$ cat config.mk
export PLATFORM = sky130hd
export DESIGN_NAME = cla_sub_pipe_26bit_flat
export DESIGN_NICKNAME = d
export VERILOG_FILES = /design/src/rtl/cla_sub_pipe_26bit_if.sv /design/src/rtl/cla_sub_pipe_26bit.sv /design/src/flat_wrapper.sv
export SDC_FILE = /design/constraint.sdc
export NUM_CORES = 1
export LEC_CHECK = 0
export ABC_AREA = 1
export CAP_MARGIN = 20
export CORE_UTILIZATION = 49
export CTS_CLUSTER_DIAMETER = 50
export DETAILED_ROUTE_END_ITERATION = 10
export PLACE_DENSITY_LB_ADDON = 0.08
export RECOVER_POWER = 25
export SYNTH_ARGS = -nofsm -noshare
export SYNTH_HDL_FRONTEND = slang
export SYNTH_SLANG_ARGS = --single-unit
export TNS_END_PERCENT = 5
$ cat constraint.sdc
create_clock -name i_clk -period 9.7 [get_ports i_clk]
set_clock_uncertainty 0.2 [all_clocks]
set_input_delay 2.91 -clock i_clk [delete_from_list [all_inputs] [get_ports i_clk]]
set_output_delay 2.91 -clock i_clk [all_outputs]
set_load 0.01 [all_outputs]
$ cat src/rtl/cla_sub_pipe_26bit_if.sv
// Operand/result handshake bundle for the pipelined CLA subtractor.
// The master side supplies operands and consumes results; the slave side is the subtractor.
interface cla_sub_pipe_26bit_if #(
  parameter int WIDTH = 26
);
  logic             i_valid;
  logic             o_ready;
  logic [WIDTH-1:0] i_minuend;
  logic [WIDTH-1:0] i_subtrahend;
  logic             o_valid;
  logic             i_ready;
  logic [WIDTH-1:0] o_diff;
  logic             o_borrow;

  modport master (
    output i_valid, i_minuend, i_subtrahend, i_ready,
    input  o_ready, o_valid, o_diff, o_borrow
  );

  modport slave (
    input  i_valid, i_minuend, i_subtrahend, i_ready,
    output o_ready, o_valid, o_diff, o_borrow
  );
endinterface

$ cat src/rtl/cla_sub_pipe_26bit.sv
// Two-stage pipelined carry-lookahead subtractor: diff = A + ~B + 1, borrow = ~carry_out.
// Stage 1 resolves the low LO_WIDTH bits and their carry; stage 2 resolves the rest.
module cla_sub_pipe_26bit #(
  parameter int WIDTH    = 26,
  parameter int LO_WIDTH = 13
) (
  input logic                 i_clk,
  input logic                 i_rst,
  cla_sub_pipe_26bit_if.slave bus
);
  localparam int HI_WIDTH = WIDTH - LO_WIDTH;

  // Handshake
  logic out_adv;
  logic s1_adv;
  logic in_fire;

  // Stage 1 registers
  logic                s1_valid;
  logic [LO_WIDTH-1:0] s1_diff_lo;
  logic                s1_carry;
  logic [HI_WIDTH-1:0] s1_a_hi;
  logic [HI_WIDTH-1:0] s1_bn_hi;

  // Output stage registers
  logic             out_valid;
  logic [WIDTH-1:0] out_diff;
  logic             out_borrow;

  // Combinational carry chains
  logic [WIDTH-1:0]    bn;
  logic [LO_WIDTH:0]   c_lo;
  logic [LO_WIDTH-1:0] diff_lo;
  logic [HI_WIDTH:0]   c_hi;
  logic [HI_WIDTH-1:0] diff_hi;

  assign out_adv     = ~out_valid | bus.i_ready;
  assign s1_adv      = ~s1_valid | out_adv;
  assign in_fire     = bus.i_valid & s1_adv;
  assign bus.o_ready = s1_adv;
  assign bn          = ~bus.i_subtrahend;

  // Low half: generate/propagate recurrence seeded with the +1 of two's complement.
  always_comb begin
    c_lo    = '0;
    diff_lo = '0;
    c_lo[0] = 1'b1;
    for (int i = 0; i < LO_WIDTH; i++) begin
      c_lo[i+1]  = (bus.i_minuend[i] & bn[i]) | ((bus.i_minuend[i] | bn[i]) & c_lo[i]);
      diff_lo[i] = bus.i_minuend[i] ^ bn[i] ^ c_lo[i];
    end
  end

  // High half continues from the registered split carry.
  always_comb begin
    c_hi    = '0;
    diff_hi = '0;
    c_hi[0] = s1_carry;
    for (int i = 0; i < HI_WIDTH; i++) begin
      c_hi[i+1]  = (s1_a_hi[i] & s1_bn_hi[i]) | ((s1_a_hi[i] | s1_bn_hi[i]) & c_hi[i]);
      diff_hi[i] = s1_a_hi[i] ^ s1_bn_hi[i] ^ c_hi[i];
    end
  end

  // NOTE: sequential state uses non-blocking assignments so every register
  // samples pre-edge values and the two stages shift cleanly in one cycle.
  always_ff @(posedge i_clk) begin
    if (i_rst) begin
      s1_valid   <= 1'b0;
      s1_diff_lo <= '0;
      s1_carry   <= 1'b0;
      s1_a_hi    <= '0;
      s1_bn_hi   <= '0;
      out_valid  <= 1'b0;
      out_diff   <= '0;
      out_borrow <= 1'b0;
    end else begin
      if (s1_adv) begin
        s1_valid <= in_fire;
      end
      if (in_fire) begin
        s1_diff_lo <= diff_lo;
        s1_carry   <= c_lo[LO_WIDTH];
        s1_a_hi    <= bus.i_minuend[WIDTH-1:LO_WIDTH];
        s1_bn_hi   <= bn[WIDTH-1:LO_WIDTH];
      end
      if (out_adv) begin
        out_valid <= s1_valid;
      end
      // Result registers load only with real data, so they hold while idle or stalled.
      if (s1_valid && out_adv) begin
        out_diff   <= {diff_hi, s1_diff_lo};
        out_borrow <= ~c_hi[HI_WIDTH];
      end
    end
  end

  assign bus.o_valid  = out_valid;
  assign bus.o_diff   = out_diff;
  assign bus.o_borrow = out_borrow;
endmodule

$ cat src/flat_wrapper.sv
// flat-port wrapper written by rule: the top's interface ports become plain ports
module cla_sub_pipe_26bit_flat 
#(
  parameter int WIDTH    = 26,
  parameter int LO_WIDTH = 13
)
  (i_clk, i_rst, bus_i_valid, bus_i_minuend, bus_i_subtrahend, bus_i_ready, bus_o_ready, bus_o_valid, bus_o_diff, bus_o_borrow);
  cla_sub_pipe_26bit_if #(.WIDTH(WIDTH)) bus_i ();
  input logic i_clk;
  input logic i_rst;
  input wire logic [$bits(bus_i.i_valid)-1:0] bus_i_valid;
  input wire logic [$bits(bus_i.i_minuend)-1:0] bus_i_minuend;
  input wire logic [$bits(bus_i.i_subtrahend)-1:0] bus_i_subtrahend;
  input wire logic [$bits(bus_i.i_ready)-1:0] bus_i_ready;
  output wire logic [$bits(bus_i.o_ready)-1:0] bus_o_ready;
  output wire logic [$bits(bus_i.o_valid)-1:0] bus_o_valid;
  output wire logic [$bits(bus_i.o_diff)-1:0] bus_o_diff;
  output wire logic [$bits(bus_i.o_borrow)-1:0] bus_o_borrow;
  assign bus_i.i_valid = bus_i_valid;
  assign bus_i.i_minuend = bus_i_minuend;
  assign bus_i.i_subtrahend = bus_i_subtrahend;
  assign bus_i.i_ready = bus_i_ready;
  assign bus_o_ready = bus_i.o_ready;
  assign bus_o_valid = bus_i.o_valid;
  assign bus_o_diff = bus_i.o_diff;
  assign bus_o_borrow = bus_i.o_borrow;
  cla_sub_pipe_26bit #(.WIDTH(WIDTH), .LO_WIDTH(LO_WIDTH)) u_core (.i_clk(i_clk), .i_rst(i_rst), .bus(bus_i));
endmodule
==> impl_metrics.tcl <==
set metrics [dict create \
    postRouteAntennaNets 0 \
    pin_count 85 \
    power_switching_share_pct 26.4 \
    global_route.overflow_total 0 \
    synth_async_sr_flop_share_pct 0 \
    synth.lib_cells_used.distinct 18 \
    pwr-share-clk_pct 33.4 \
    ctsHtreeMaxLevel 3 \
    numCtsBuffers 9 \
    via_count_of_the_first_global_routing_pass 2565 \
    synth-xor-area-share_pct 0 \
    wl_mm 6.91 \
    dpl-instance-area_um2 4270 \
    clk_transition_reported_paths_ns 0.07 \
    dieArea_um2 7370 \
    worst_setup_path_start_kind "primary input" \
    fin_crit_sh_pct 86.3 \
    r2r.worst_path.cells 19 \
    slew_violations 0 \
    drcViolationCount 0 \
    required_ns 9.73 \
    final_layout_size_suffix_gt1_share_pct 4.28 \
    cell_total_after_placement 593 \
    power.combinational.fraction_pct 19.7 \
    seq_power_share_pct 47.0 \
    adder_cell_fraction_of_synth_area_pct 14.9 \
    run_status "finished, final reports clean" \
    synth_enable_flop_cells 0 \
    synth_nets 524 \
    worst-endpoint-arrival_ns 8.40 \
    area_fraction_in_compound_gates_after_synthesis_pct 6.57 \
    layout.cells.non_filler 610 \
    crit_fanout 1 \
    worst_ir_drop_vdd_mv 0.0894 \
    finalCriticalPeriod_ns 8.37 \
    hold_start "u_core.bus.o_diff[21]$_SDFFE_PP0P_" \
    synth_top_family_by_area "simple AND/OR/NAND/NOR gates" \
    place.gp.congestion 0.782 \
    io_buffer_count 84 \
    numClockSinks 69 \
    netSwitchingPower_mw 0.181 \
    r2r_slack_ns 3.22 \
    drt-vias-per-instance 4.76 \
    wl_per_cell_um 11.3 \
    hpwlAfterDp_mm 4.78 \
    finalInstanceArea_um2 4480 \
    total_power_mw 0.687 \
    critical_path_capture_point_type "flop" \
    synth_top_cells_by_count "sky130_fd_sc_hd__nor2_1, sky130_fd_sc_hd__dfxtp_1, sky130_fd_sc_hd__nand2_1" \
    power_density_nw_per_um2 153 \
    synthMuxAreaShare_pct 0 \
    synth.area.top_cells "sky130_fd_sc_hd__dfxtp_1, sky130_fd_sc_hd__fa_1, sky130_fd_sc_hd__nor2_1, sky130_fd_sc_hd__nand2_1, sky130_fd_sc_hd__nand3_1" \
    yosys_register_bits 69 \
    largest_net_degree_at_the_start_of_global_routing 82 \
    cts_root_buffer "sky130_fd_sc_hd__clkbuf_8" \
    synthesis.area_um2 3440 \
    core_region_area_um2 6790 \
    first_iter_violations 136 \
    worstReg2RegEnd "u_core.bus.o_diff[25]$_SDFFE_PP0P_" \
    critical_path_class "in2reg" \
    num-nets-final 591 \
    grtUsageTotal_pct 20.7 \
    clkLatencyLatePin_ns 0.34 \
    antenna-diode-count 0 \
    initial_utilization_pct 50.7 \
    synthesis.area_per_instance_um2 7.79 \
    cts_setup_buffers 0 \
    yosys_warnings 0 \
    cts_hold_repair_buffers 0 \
    hold_viol 0 \
    min_path_cells 2 \
    filler_cell_count 603 \
    cap_violations 0 \
    p_leak_nw 2.02 \
    worstMarginPinSlew_ns 0.928 \
    maxClockFrequency_ghz 0.120 \
    drt_pass1_iterations 4 \
    post-synth-top-area-cell "sky130_fd_sc_hd__dfxtp_1" \
    synthCells 442 \
    rows 30 \
    hold_class "reg2reg" \
    synth.most_common_cell "sky130_fd_sc_hd__nor2_1" \
    rr_startpoint "u_core.s1_bn_hi[0]$_SDFFE_PP0P_" \
    p_int_mw 0.505 \
    hold-path-endpoint "u_core.bus.o_diff[21]$_SDFFE_PP0P_" \
    area_growth_pct 30.0 \
    yosys_most_used_dff "sky130_fd_sc_hd__dfxtp_1" \
    grt_pass1_wl_mm 11.8 \
    setup_violations 0 \
    total_number_of_vias 2905 \
    die_w_um 85.8 \
    grt_setup_unrepaired "false" \
    synth_seq_area_share_pct 40.1 \
    dieHeight_um 85.8 \
    ctsResizeCount 0 \
    fin_setup_tns_ns 0 \
    clk_path_buf_depth 2 \
    slew_headroom_pct 38.1 \
    netlist.area_leader.share_pct 40.1 \
    yosys.area_share.simple_pct 29.5 \
    tritoncts_clock_tree "done" \
    number_of_antenna_violations_at_the_first_check_in_global_routing 0 \
]
[how the worst max path moves through the flow]
stage	from	to	slack, ns	depth (start not counted)
finish	bus_i_minuend[0]	u_core.s1_diff_lo[12]$_SDFFE_PP0P_	1.33	20
global route	bus_i_minuend[0]	u_core.s1_diff_lo[12]$_SDFFE_PP0P_	1.03	20
CTS	bus_i_minuend[0]	u_core.s1_diff_lo[12]$_SDFFE_PP0P_	1.31	20
detailed placement	bus_i_minuend[0]	u_core.s1_diff_lo[12]$_SDFFE_PP0P_	0.95	20
global placement	bus_i_minuend[0]	u_core.s1_diff_lo[12]$_SDFFE_PP0P_	1.08	20
floorplan	bus_i_minuend[0]	u_core.s1_diff_lo[12]$_SDFFE_PP0P_	1.68	19
[registers in the layout, summed over array words and instances, names as in the netlist]
| signal | cells |
|---|---|
| u_core.bus.o_valid | 1 |
| u_core.s1_carry | 1 |
| u_core.s1_a_hi | 13 |
| u_core.bus.o_borrow | 1 |
| u_core.s1_valid | 1 |
| u_core.s1_bn_hi | 13 |
| u_core.s1_diff_lo | 13 |
| u_core.bus.o_diff | 26 |
[power by group through the flow]
| stage | Sequential (mW) | Clock (mW) | Combinational [mW] |
|---|---|---|---|
| after floorplan | 0.328 | 0 | 0.0778 |
| after global placement | 0.328 | 0 | 0.133 |
| after detailed placement | 0.329 | 0 | 0.136 |
| after CTS | 0.323 | 0.234 | 0.136 |
| after global routing | 0.325 | 0.246 | 0.154 |
| final | 0.323 | 0.229 | 0.135 |
[metal layers]
layer | part of all wire [%] | routed length [µm] | vias to the layer above | global-route usage, %
met3 | 4.3 | 298 | 11 | 3.85
li1 | - | - | 1514 | -
met5 | 0 | 0 | - | 0
met4 | 1.6 | 111 | 0 | 9.09
met2 | 44 | 3050 | 73 | 30.3
met1 | 50 | 3450 | 1307 | 29.8
[critical path, stage by stage]
cell and delay, ns:
sky130_fd_sc_hd__clkdlybuf4s50_1 0.46, sky130_fd_sc_hd__inv_1 0.04, sky130_fd_sc_hd__ha_1 0.18, sky130_fd_sc_hd__fa_1 0.38, sky130_fd_sc_hd__fa_1 0.39, sky130_fd_sc_hd__fa_1 0.40, sky130_fd_sc_hd__fa_1 0.39, sky130_fd_sc_hd__fa_1 0.39
sky130_fd_sc_hd__fa_1 0.39, sky130_fd_sc_hd__fa_1 0.40, sky130_fd_sc_hd__fa_1 0.39, sky130_fd_sc_hd__fa_1 0.39, sky130_fd_sc_hd__fa_1 0.37, sky130_fd_sc_hd__inv_1 0.07, sky130_fd_sc_hd__fa_1 0.17, sky130_fd_sc_hd__fa_1 0.40
sky130_fd_sc_hd__inv_1 0.06, sky130_fd_sc_hd__nand3_1 0.06, sky130_fd_sc_hd__nand2_1 0.10, sky130_fd_sc_hd__nor2_1 0.04
[area by class of cell]
cell class	instances	area, µm²	share of cell area [%]
inverters	43	161	3.60
multi-input cells	299	1750	39.1
flip-flops and latches	69	1380	30.8
clock buffers	12	145	3.24
clock inverters	4	47.5	1.06
well taps	96	120	2.68
repair buffers	87	871	19.4
[kinds of logic after synthesis]
kind of cell,after synthesis
AND/OR/NAND/NOR,230
adder cells (fa/ha/maj),26
AO/OA/AOI/OAI,43
flip-flops,69
buffers and inverters,74
[cells in the final DEF, fill, tap and decap left out]
cell type	netlist	routed
sky130_fd_sc_hd__inv_2	1	2
sky130_fd_sc_hd__a21oi_1	42	42
sky130_fd_sc_hd__inv_1	42	41
sky130_fd_sc_hd__buf_12	0	1
sky130_fd_sc_hd__nand3b_1	24	24
sky130_fd_sc_hd__fa_1	25	25
sky130_fd_sc_hd__a21oi_4	1	1
sky130_fd_sc_hd__nand3_1	43	43
sky130_fd_sc_hd__clkinv_2	0	2
sky130_fd_sc_hd__nand3_2	1	1
sky130_fd_sc_hd__dlygate4sd3_1	0	4
sky130_fd_sc_hd__bufinv_16	0	1
sky130_fd_sc_hd__clkbuf_8	0	10
sky130_fd_sc_hd__clkdlybuf4s50_1	0	79
sky130_fd_sc_hd__clkbuf_1	15	2
sky130_fd_sc_hd__buf_2	9	1
sky130_fd_sc_hd__dfxtp_1	69	69
sky130_fd_sc_hd__nor2_1	94	94
sky130_fd_sc_hd__ha_1	1	1
sky130_fd_sc_hd__clkinvlp_4	0	1
sky130_fd_sc_hd__buf_4	1	2
sky130_fd_sc_hd__nand2_1	67	68
[per-stage QoR]
step,hold slack (ns),utilization (%),setup slack [ns]
after floorplan,0.243,-,1.68
after global placement,0.251,62.8,1.08
after detailed placement,0.266,62.8,0.950
after CTS,0.284,65.7,1.31
after global routing,0.306,65.9,1.03
final,0.276,65.9,1.33
Power figures use the tool's default switching activity.
